<file path="src/rtl/img_sram_stream_tx_if.sv">
// Pixel stream carried from the SRAM transmit controller to the pad/serializer
// logic: valid/ready handshake with data plus end-of-line and end-of-image flags.
interface img_sram_stream_if #(
    parameter int DATA_W = 8
);
    logic              valid;
    logic              ready;
    logic [DATA_W-1:0] data;
    logic              eol;
    logic              last;

    modport master (output valid, output data, output eol, output last, input ready);
    modport slave  (input valid, input data, input eol, input last, output ready);
endinterface

</file>
<file path="src/rtl/img_sram_stream_tx.sv">
// Image SRAM transmit controller: walks an nrows x ncols image in row- or
// column-major order, issues one SRAM read per cycle while output credit lasts,
// and streams the returned pixels through a small FIFO with full backpressure.
module img_sram_stream_tx #(
    parameter int DATA_W     = 8,
    parameter int DIM_W      = 8,
    parameter int ADDR_W     = 14,
    parameter int RD_LAT     = 1,
    parameter int FIFO_DEPTH = 4
) (
    input  logic              clk,
    input  logic              rst,
    input  logic              start,
    input  logic              col_major,
    input  logic [DIM_W-1:0]  nrows,
    input  logic [DIM_W-1:0]  ncols,
    output logic              busy,
    output logic              done,
    output logic              sram_en,
    output logic [ADDR_W-1:0] sram_addr,
    input  logic [DATA_W-1:0] sram_rdata,
    img_sram_stream_if.master m
);
    localparam int PTR_W = (FIFO_DEPTH > 1) ? $clog2(FIFO_DEPTH) : 1;
    localparam int CNT_W = $clog2(FIFO_DEPTH + RD_LAT + 1);

    localparam logic [1:0] S_IDLE  = 2'd0;
    localparam logic [1:0] S_ISSUE = 2'd1;
    localparam logic [1:0] S_DRAIN = 2'd2;
    localparam logic [1:0] S_FIN   = 2'd3;

    generate
        if (RD_LAT < 1 || RD_LAT > 4) begin : g_bad_lat
            $error("img_sram_stream_tx: RD_LAT must be in 1..4");
        end
        if (FIFO_DEPTH < RD_LAT + 2) begin : g_bad_depth
            $error("img_sram_stream_tx: FIFO_DEPTH must be >= RD_LAT+2");
        end
    endgenerate

    logic [1:0]        state;
    logic              cm_q;
    logic [DIM_W-1:0]  nrows_q, ncols_q;
    logic [DIM_W-1:0]  r_q, c_q;

    // Read-return pipeline: bit N is stage N after issue; the top bit lines up with sram_rdata.
    logic [RD_LAT-1:0] vld_p, eol_p, last_p;

    logic [DATA_W+1:0] fifo_mem [FIFO_DEPTH];
    logic [PTR_W-1:0]  wr_ptr, rd_ptr;
    logic [CNT_W-1:0]  fifo_cnt, inflight;
    logic [DATA_W+1:0] head;

    logic r_end, c_end, issue_eol, issue_last, credit, issue, push, pop;

    function automatic logic [PTR_W-1:0] ptr_inc(input logic [PTR_W-1:0] p);
        return (p == PTR_W'(FIFO_DEPTH - 1)) ? '0 : p + 1'b1;
    endfunction

    assign r_end      = (r_q == nrows_q - DIM_W'(1));
    assign c_end      = (c_q == ncols_q - DIM_W'(1));
    assign issue_eol  = cm_q ? r_end : c_end;
    assign issue_last = r_end && c_end;

    // Reads already issued but not yet landed in the FIFO still consume credit.
    always_comb begin
        inflight = '0;
        for (int i = 0; i < RD_LAT; i++) begin
            inflight = inflight + CNT_W'(vld_p[i]);
        end
    end

    // A pop this cycle deliberately does not free credit, keeping the credit path off m_ready.
    assign credit = (fifo_cnt + inflight) < CNT_W'(FIFO_DEPTH);
    assign issue  = (state == S_ISSUE) && credit;
    assign push   = vld_p[RD_LAT-1];
    assign pop    = m.valid && m.ready;

    assign sram_en   = issue;
    assign sram_addr = issue ? (ADDR_W'(r_q) * ADDR_W'(ncols_q) + ADDR_W'(c_q)) : '0;
    assign busy      = (state == S_ISSUE) || (state == S_DRAIN);
    assign done      = (state == S_FIN);

    assign head    = fifo_mem[rd_ptr];
    assign m.valid = (fifo_cnt != '0);
    assign m.data  = m.valid ? head[DATA_W+1:2] : '0;
    assign m.eol   = m.valid && head[1];
    assign m.last  = m.valid && head[0];

    // Transfer FSM with configuration capture and row/column address counters.
    always_ff @(posedge clk) begin
        if (rst) begin
            state   <= S_IDLE;
            cm_q    <= 1'b0;
            nrows_q <= '0;
            ncols_q <= '0;
            r_q     <= '0;
            c_q     <= '0;
        end else begin
            case (state)
                S_IDLE: begin
                    if (start) begin
                        cm_q    <= col_major;
                        nrows_q <= nrows;
                        ncols_q <= ncols;
                        r_q     <= '0;
                        c_q     <= '0;
                        state   <= (nrows == '0 || ncols == '0) ? S_FIN : S_ISSUE;
                    end
                end
                S_ISSUE: begin
                    if (issue) begin
                        if (issue_last) state <= S_DRAIN;
                        if (!cm_q) begin
                            if (c_end) begin
                                c_q <= '0;
                                r_q <= r_q + 1'b1;
                            end else begin
                                c_q <= c_q + 1'b1;
                            end
                        end else begin
                            if (r_end) begin
                                r_q <= '0;
                                c_q <= c_q + 1'b1;
                            end else begin
                                r_q <= r_q + 1'b1;
                            end
                        end
                    end
                end
                // The final beat leaving the FIFO implies nothing is left in flight or queued.
                S_DRAIN: if (pop && m.last) state <= S_FIN;
                S_FIN:   state <= S_IDLE;
                default: state <= S_IDLE;
            endcase
        end
    end

    // Valid shift for outstanding reads; clearing it on rst drops any data still returning.
    always_ff @(posedge clk) begin
        if (rst) vld_p <= '0;
        else     vld_p <= (vld_p << 1) | RD_LAT'(issue);
    end

    // Sideband flags ride alongside the valid bits; qualified by vld_p so no reset needed.
    always_ff @(posedge clk) begin
        eol_p  <= (eol_p << 1)  | RD_LAT'(issue_eol);
        last_p <= (last_p << 1) | RD_LAT'(issue_last);
    end

    // FIFO pointers and occupancy; simultaneous push and pop leave the count unchanged.
    always_ff @(posedge clk) begin
        if (rst) begin
            wr_ptr   <= '0;
            rd_ptr   <= '0;
            fifo_cnt <= '0;
        end else begin
            if (push) wr_ptr <= ptr_inc(wr_ptr);
            if (pop)  rd_ptr <= ptr_inc(rd_ptr);
            case ({push, pop})
                2'b10:   fifo_cnt <= fifo_cnt + 1'b1;
                2'b01:   fifo_cnt <= fifo_cnt - 1'b1;
                default: fifo_cnt <= fifo_cnt;
            endcase
        end
    end

    // FIFO storage: pixel with its eol/last flags.
    always_ff @(posedge clk) begin
        if (push) fifo_mem[wr_ptr] <= {sram_rdata, eol_p[RD_LAT-1], last_p[RD_LAT-1]};
    end

    a_no_overflow: assert property (@(posedge clk) disable iff (rst)
        !(push && fifo_cnt == CNT_W'(FIFO_DEPTH)));
endmodule
</file>
<file path="src/flat_wrapper.sv">
// flat-port wrapper written by rule: the top's interface ports become plain ports
module img_sram_stream_tx_flat 
#(
    parameter int DATA_W     = 8,
    parameter int DIM_W      = 8,
    parameter int ADDR_W     = 14,
    parameter int RD_LAT     = 1,
    parameter int FIFO_DEPTH = 4
)
  (clk, rst, start, col_major, nrows, ncols, busy, done, sram_en, sram_addr, sram_rdata, m_valid, m_data, m_eol, m_last, m_ready);
  img_sram_stream_if #(.DATA_W(DATA_W)) m_i ();
  input  logic clk;
  input  logic rst;
  input  logic start;
  input  logic col_major;
  input  logic [DIM_W-1:0] nrows;
  input  logic [DIM_W-1:0] ncols;
  output logic busy;
  output logic done;
  output logic sram_en;
  output logic [ADDR_W-1:0] sram_addr;
  input  logic [DATA_W-1:0] sram_rdata;
  output wire logic [$bits(m_i.valid)-1:0] m_valid;
  output wire logic [$bits(m_i.data)-1:0] m_data;
  output wire logic [$bits(m_i.eol)-1:0] m_eol;
  output wire logic [$bits(m_i.last)-1:0] m_last;
  input wire logic [$bits(m_i.ready)-1:0] m_ready;
  assign m_valid = m_i.valid;
  assign m_data = m_i.data;
  assign m_eol = m_i.eol;
  assign m_last = m_i.last;
  assign m_i.ready = m_ready;
  img_sram_stream_tx #(.DATA_W(DATA_W), .DIM_W(DIM_W), .ADDR_W(ADDR_W), .RD_LAT(RD_LAT), .FIFO_DEPTH(FIFO_DEPTH)) u_core (.clk(clk), .rst(rst), .start(start), .col_major(col_major), .nrows(nrows), .ncols(ncols), .busy(busy), .done(done), .sram_en(sram_en), .sram_addr(sram_addr), .sram_rdata(sram_rdata), .m(m_i));
endmodule
</file>
<file path="config.mk">
export PLATFORM = sky130hd
export DESIGN_NAME = img_sram_stream_tx_flat
export DESIGN_NICKNAME = d
export VERILOG_FILES = /design/src/rtl/img_sram_stream_tx_if.sv /design/src/rtl/img_sram_stream_tx.sv /design/src/flat_wrapper.sv
export SDC_FILE = /design/constraint.sdc
export NUM_CORES = 1
export LEC_CHECK = 0
export ABC_AREA = 1
export CAP_MARGIN = 40
export CORE_UTILIZATION = 40
export CTS_CLUSTER_DIAMETER = 50
export DETAILED_ROUTE_END_ITERATION = 7
export DONT_BUFFER_PORTS = 1
export PLACE_DENSITY = 0.61
export SYNTH_ARGS = -nofsm -noshare
export SYNTH_HDL_FRONTEND = slang
export SYNTH_SLANG_ARGS = --single-unit
</file>
<file path="constraint.sdc">
create_clock -name clk -period 6.5 [get_ports clk]
set_clock_uncertainty 0.05 [all_clocks]
set_input_delay 0.975 -clock clk [delete_from_list [all_inputs] [get_ports clk]]
set_output_delay 0.975 -clock clk [all_outputs]
set_load 0.02 [all_outputs]
</file>
---- Word level (Yosys, flattened, before mapping) ----
Memories as Yosys holds them, arrays and structs flattened. A register that Yosys moved wholly into a read port is not among the register bits.
Index checks and enable logic that the tools add are counted.
word-level totals
  register bits ........................... 45
  RAM bits ................................ 40
  output and inout port bits .............. 28
  memories kept ........................... 1
memory list
  name             words  bits a word  rd ports  clocked after memory_dff  write ports  line                      text
  u_core.fifo_mem  4      10           1         1                         1            img_sram_stream_tx.sv:49  logic [DATA_W+1:0] fifo_mem [FIFO_DEPTH];
cells by class
  add/subtract/negate cells ............... 10
  multipliers ............................. 1
  magnitude comparators ................... 1
  equal/unequal tests ..................... 15
  mux-type cells .......................... 27
  reduce and logical (&&, ||, !) cells .... 18
operators by type and width
  operator             number
  $mux 8               10
  $pmux 8 s2           2
  $mux 2               9
  $add 8x1->8 const B  2
  $eq 8x8->1           2
  $logic_not 8->1      2
  $sub 8x1->8 const B  2
  $add 14x8->14        1
  $mul 8x8->14         1
  $mux 14              1
  $reduce_and 4->1     3
  $eq 2x2->1 const B   5
  $pmux 2 s4           1
  $logic_and 1x1->1    6
  $pmux 3 s2           1
  $add 2x1->2 const B  2
  $eq 2x1->1 const B   2
  $ne 2x1->1 const B   2
  $ne 2x2->1 const B   2
  $reduce_bool 2->1    2
  $add 3x1->3          1
  $add 3x1->3 const B  1
  $lt 3x3->1 const B   1
  $mux 1               3
  other kinds (7)      8

---- Depth between registers and ports, before layout ----
  depth in word-level cells ............... 6
  gate-level depth with buffers ........... 19
  mapped depth without buffers ............ 18

---- Least setup slack after synthesis ----
OpenSTA, ideal clock, no wires.
  kind .................................... register to output
  start ................................... register u_core.r_q[3]
  end ..................................... output port sram_addr[10]
  arrival ................................. 4233 ps
  setup slack ............................. 1242 ps
  stages on the path, launching flop included .. 18
  path buffers ............................ 1
  path through ............................ dfxtp_1 -> buf_1 -> nand2_1 -> fa_1 -> fa_1 -> inv_1 -> fa_1 -> inv_1 -> fa_1 -> inv_1 -> ha_1 -> a21oi_1 -> o21ai_0 -> a21oi_1 -> nor2_1 -> nor2_1 -> o21ai_0 -> a21oi_1
on the way
  longest elaborated chain between the ends .. 3
RTL lines
  what                    line                       text
  start, declared         img_sram_stream_tx.sv:44   logic [DIM_W-1:0] r_q, c_q;
  start signal, assigned  img_sram_stream_tx.sv:117  r_q <= r_q + 1'b1;
  start signal, assigned  img_sram_stream_tx.sv:126  r_q <= r_q + 1'b1;
  $mul 8x8->14            img_sram_stream_tx.sv:80   assign sram_addr = issue ? (ADDR_W'(r_q) * ADDR_W'(ncols_q) + ADDR_W'(c_q)) : '0;
  $add 14x8->14           img_sram_stream_tx.sv:80
  $mux 14                 img_sram_stream_tx.sv:80
  end, declared           flat_wrapper.sv:21         output logic [ADDR_W-1:0] sram_addr;
No other way between the ends.

---- Final worst setup path ----
  start ................................... register u_core.r_q[5]
  end ..................................... output port sram_addr[11]
The elaborated chain is that of the path after synthesis.

==> summary.txt <==
Timing
  – Slew @ Worst Pin: 790 ps
  – Slew Viols, Final: 0
  – Hold Slack: 435 ps
  – Worst slew margin: 0.473
  – Hold Vio Cnt, Final: 0
  – RSZ-0062 raised after global routing: no
  – Fmax: 0.169 GHz
  – Post-route clock period utilization: 0.913
  – Final setup viols: 0
  – Final setup TNS: 0 ps
  – Crit path time final: 5930 ps

Critical path
  – CP Max Fanout: 11
  – WS Path Type: register to output pin
  – Worst-path cell chain: nand2_1, fa_1, inv_1, fa_1, inv_1, fa_1, fa_1, inv_1, ha_1, a21oi_1, o21ai_0, a21oi_1, nor2_1, nor2_1, o21ai_0, a21oi_1
  – Setup crit end kind: output pin
  – Crit-path max cell delay: 610 ps
  – Worst Setup Start Kind: register
  – Critical-path top delay cell: dfxtp_1
  – CP most frequent cell: fa_1
  – Dominant delay contributor by cell family on the critical path: adder cells
  – CP Buf/Inv Count: 3
  – Required @ worst endpoint: 5470 ps
  – CP arrival: 4910 ps

Clocking
  – H-tree levels: 3
  – Clk buf depth: 2
  – CTS Hold Buffers Added: 0
  – Clock transition at path regs: 70 ps
  – Clk root buf: clkbuf_16
  – Postcts setup bufs: 0
  – TritonCTS Sinks: 87
  – Number of buffers created by CTS: 9
  – Post-cts sizing count: 0
  – Clk Latency, worst-skew pair: 340 ps
  – CTS tree: yes

Detailed routing
  – Post-DR vias/cell: 4.85
  – Routed Wire Length: 15000 um
  – Drt pass-1 iters: 5
  – DRC viols: 0
  – Vias: 5499
  – Drt wl/cell: 13.2 um
  – DRT iter0 DRCs: 405
  – Post-DRT Antenna Nets: 0

Floorplanning
  – Die outline width: 133 um
  – Die height: 133 um
  – Core ar.: 16700 um^2
  – Die Area: 17800 um^2
  – Initial Util: 0.413
  – Top Ports: 57
  – Row Count: 47

Yosys
  – Synth Warn #: 0
  – Syn Area/Cell: 7.44 um^2
  – Most used flip-flop cell after synthesis: dfxtp_1
  – Commonest cells post-synth: 203 x nand2_1, 174 x inv_1, 121 x nor2_1, 57 x o21ai_0, 49 x a21oi_1
  – Post-synth EDFFs: 40
  – Post-synth top area share: 0.174
  – Post-synth ARST share: 0
  – Syn Nets: 1044
  – Area leader, netlist: edfxtp_1
  – Area contributors post-synth: edfxtp_1 17%, dfxtp_1 14%, fa_1 13%
  – Seq/Total Area, Yosys: 0.310
  – Syn Inst Count: 928
  – Distinct cell type count after synthesis: 36
  – Cell Area, Synth: 6900 um^2
  – Count leader, synth: nand2_1
  – Synth Register Bits: 87

Final layout
  – Layout cells sized above 1: 0.0416
  – Area growth from synthesis to layout: 6.47%
  – Total Nets Final: 1025
  – Antenna cells: 0

Global route
  – Grt ovf: 0
  – Vias in the first global route: 5045
  – Largest net degree at the start of global routing: 32
  – Initial antenna violation count: 0
  – Global-route wire length before repair: 25000 um
  – GR Util All Layers: 0.177

Power and ir drop
  – Switching power total: 1600 uW
  – Seq pwr share: 0.297
  – Leak: 0.00363 uW
  – Clock share of power: 0.162
  – Comb power frac: 0.541
  – Power density over cell area: 428 nW/um^2
  – VDD IR max: 185 uV
  – Int Pwr: 1550 uW
  – Sw Share: 0.507
  – Final Total Pwr: 3150 uW

Place
  – GP Congestion: 0.835
  – Port Buf Inserts: 0
  – Hpwl dp: 11300 um

Worst hold path
  – Hold/Removal Path Class: register to register

Job
  – Max-cap violations: 0

Outcome
  – Status: finished clean
## power groups by stage
stage	Clock [uW]	Sequential (uW)	Combinational (uW)
final	509	935	1700
after global routing	544	958	1970
after CTS	519	930	1720
after detailed placement	0	943	1710
after global placement	0	936	1680
after floorplan	0	780	1500
## kinds of logic (layout without fill, tap and decap cells)
group	Yosys count	in the layout	share of synthesized area
xor+xnor	29	29	0.0368
flops	87	87	0.310
simple gates	400	400	0.239
buf+inv	211	197	0.121
fa+ha+maj	87	87	0.206
compound gates	114	114	0.0868
## cell type report
class	count	area [um^2]
Clock buffer	9	225
Clock inverter	7	72.6
Fill cell	1694	9350
Inverter	179	677
Multi-Input combinational cell	630	3920
Sequential cell	87	2140
Tap cell	220	275
Timing Repair Buffer	2	35.0
## layout by cell type, fill, tap and decap left out, types with 5 or more instances in the layout
cell	instances
nand2_1	203
inv_1	174
nor2_1	121
o21ai_0	57
a21oi_1	49
dfxtp_1	47
nand3_1	44
fa_1	44
ha_1	43
edfxtp_1	40
xor2_1	20
xnor2_1	9
clkbuf_16	9
nor3_1	7
nand2_2	5
## metal layers
metal	vias up	wire length (um)	track usage
li1	2826	-	-
met1	2513	7610	0.260
met2	147	6520	0.268
met3	13	719	0.0339
met4	0	150	0.0391
met5	-	0	0
## sequential cells by signal, summed over array words and instances, names as in the netlist, named ones only
register and count:
u_core.c_q 8, u_core.cm_q 1, u_core.eol_p 1, u_core.fifo_cnt 3, u_core.fifo_mem 40, u_core.last_p 1
u_core.ncols_q 8, u_core.nrows_q 8, u_core.push 1, u_core.r_q 8, u_core.rd_ptr 2, u_core.state 2
u_core.wr_ptr 2
## final timing paths
path                  from               endpoint  slack, ps  depth (start not counted)
max          u_core.r_q[5]          sram_addr[11]        570                         16
min          u_core.last_p  u_core.fifo_mem[1][0]        440                          0
max reg2reg       register        u_core.state[0]       3840                          9
min reg2reg  u_core.last_p  u_core.fifo_mem[1][0]        440                          0
## stage by stage
step | std cells | setup slack [ps] | util | cell area (um^2)
after floorplan | 928 | 1240 | - | 6900
final | 1134 | 569 | 0.440 | 7350
after CTS | 1134 | 533 | 0.440 | 7350
after global placement | 1117 | 1030 | 0.421 | 7020
after detailed placement | 1118 | 912 | 0.422 | 7050
after global routing | 1134 | 191 | 0.440 | 7350
Note: power is estimated with default switching activity, not from simulation.
==> RTL change, RTL diff (same flow settings) <==
`RD_LAT` is set to 1 in 2 places; all go to 2.
--- a/src/rtl/img_sram_stream_tx.sv
+++ b/src/rtl/img_sram_stream_tx.sv
@@ -6,5 +6,5 @@
     parameter int DIM_W      = 8,
     parameter int ADDR_W     = 14,
-    parameter int RD_LAT     = 1,
+    parameter int RD_LAT     = 2,
     parameter int FIFO_DEPTH = 4
 ) (
--- a/src/flat_wrapper.sv
+++ b/src/flat_wrapper.sv
@@ -5,5 +5,5 @@
     parameter int DIM_W      = 8,
     parameter int ADDR_W     = 14,
-    parameter int RD_LAT     = 1,
+    parameter int RD_LAT     = 2,
     parameter int FIFO_DEPTH = 4
 )
Formal check against the unedited RTL: not equivalent (a bounded check fails within 4 cycles, from zero or initial values and one cycle with rst high).
==> RTL change against the original RTL <==
- design area down 0.94%
- critical path depth down 1
- sequential share of layout area up 1.1 points
- routed wire length fell by 2.3%
- synthesized cell count down 3.8%
- total power decreased by 20%
- sequential cell count grew 3
- area after synthesis shrank 0.58%
- global-route usage hardly changed
- register-to-register slack lost 120 ps
- setup slack gained 100 ps
- sequential power decreased by 9.2%
==> RTL change: results (changes against the original RTL) <==
| Metric | Value |
|---|---|
| Status | `finished, final reports clean` |
| Ys flop type | `dfxtp_1` |
| CP max FO | `13 (+2)` |
| Final GP Congestion | `0.847 (+1.5%)` |
| Filler cell count | `1,699 (+0.30%)` |
| Largest cells by area after synthesis | `edfxtp_1 18%, dfxtp_1 15%, fa_1 13%` |
| Register area share after synthesis | `32.1% (+1.1 points)` |
| Worst-skew pair later-pin latency | `340 ps (about the same)` |
| GR met3 Demand/Resource | `2.99% (-0.40 points)` |
| Number of flip-flops in the largest register | `40 (unchanged)` |
| Sequential Power | `0.849 mW (-9.2%)` |
| Largest net degree at the start of global routing | `31 (-3.1%)` |
| First-pass GRT wire length | `25,000 um (about the same)` |
| Post-synthesis adder-cell area fraction | `21.0% (+0.48 points)` |
| Net Count, Synth | `1,011 (-3.2%)` |
| Place WS | `1050 ps (+139 ps)` |
| Leading cell types by count after synthesis | `172 x inv_1, 172 x nand2_1, 107 x nor2_1` |
| Met1 Track Usage GR | `24.5% (-1.5 points)` |
| LEAKAGE | `3.56 nW (-1.9%)` |
| Slowest cell delay on critical path | `690 ps (+80 ps)` |
| Synth cell types | `41 (+14%)` |
| Worst EP arrival | `4810 ps (-100 ps)` |
| Metal-1 WL | `7240 um (-4.9%)` |
| Final hold slack | `280 ps (-156 ps)` |
| Tot Pwr | `2.52 mW (-20%)` |
| Largest Register | `u_core.fifo_mem` |
| Logic pwr share | `45.7% (-8.4 points)` |
| GRT Overall Usage | `17.7% (-0.026 points)` |
| DR WL met2 | `6550 um (+0.48%)` |
| Mean Syn Cell Area | `7.69 um2 (+3.3%)` |
| Cell-internal power | `1.32 mW (-15%)` |
| Clock root cell | `clkbuf_16` |
| Vias in the first global route | `5,195 (+3.0%)` |
| Final instance area | `7280 um2 (-0.94%)` |
| XOR/XNOR share of the synthesized area | `3.30% (-0.38 points)` |
| Dpl cell area | `6980 um2 (-0.99%)` |
| Clk sinks | `90 (+3.4%)` |
| Nets@finish | `991 (-3.3%)` |
| Met2 usage | `28.5% (+1.8 points)` |
| Final wirelength | `14,700 um (-2.3%)` |
| Drt pass-1 iters | `4 (-1)` |
| Iteration-0 DRC Markers | `299 (-26%)` |
| Via density | `4.86 (+0.16%)` |
| Peak supply drop | `0.166 mV (-9.9%)` |
| Actual slew at the worst max-slew pin | `797 ps (+6.88 ps)` |
| Layout cell share with drive strength beyond 1 | `4.78% (+0.63 points)` |
| Detail Placement HPWL | `11,200 um (-1.1%)` |
| Met3 wire length | `632 um (-12%)` |
| Compound-Gate Fraction of Synth Area | `10.0% (+1.4 points)` |
| Reg2Reg Setup Slack | `3720 ps (-120 ps)` |
| Non-Filler Instances | `1,098 (-3.2%)` |
## RTL change: cell count changes in the layout (fill, tap and decap cells not counted), sizes merged, moves of 3 or more
cell	delta
a21oi	+8
dfxtp	+3
nand2	-35
nand3	-14
nand4	+8
nor2	-7
o21a	+3
o21ai	-3
xnor2	-4
## RTL change: layout make-up
class / count / share of cell area (%)
Clock buffer: 9 / 3.09
Clock inverter: 7 / 1.01
Inverter: 178 / 9.21
Multi-Input combinational cell: 592 / 52.4
Sequential cell: 90 / 30.2
Tap cell: 220 / 3.78
Timing Repair Buffer: 2 / 0.206
## RTL change: path summary, 6_finish.rpt
| path | start | to | cells after the start |
|---|---|---|---|
| min reg2reg | u_core.eol_p[0] | u_core.eol_p[1] | 0 |
| max | u_core.r_q[3] | sram_addr[11] | 15 |
| min | u_core.eol_p[0] | u_core.eol_p[1] | 0 |
| max reg2reg | flop | u_core.state[1] | 10 |
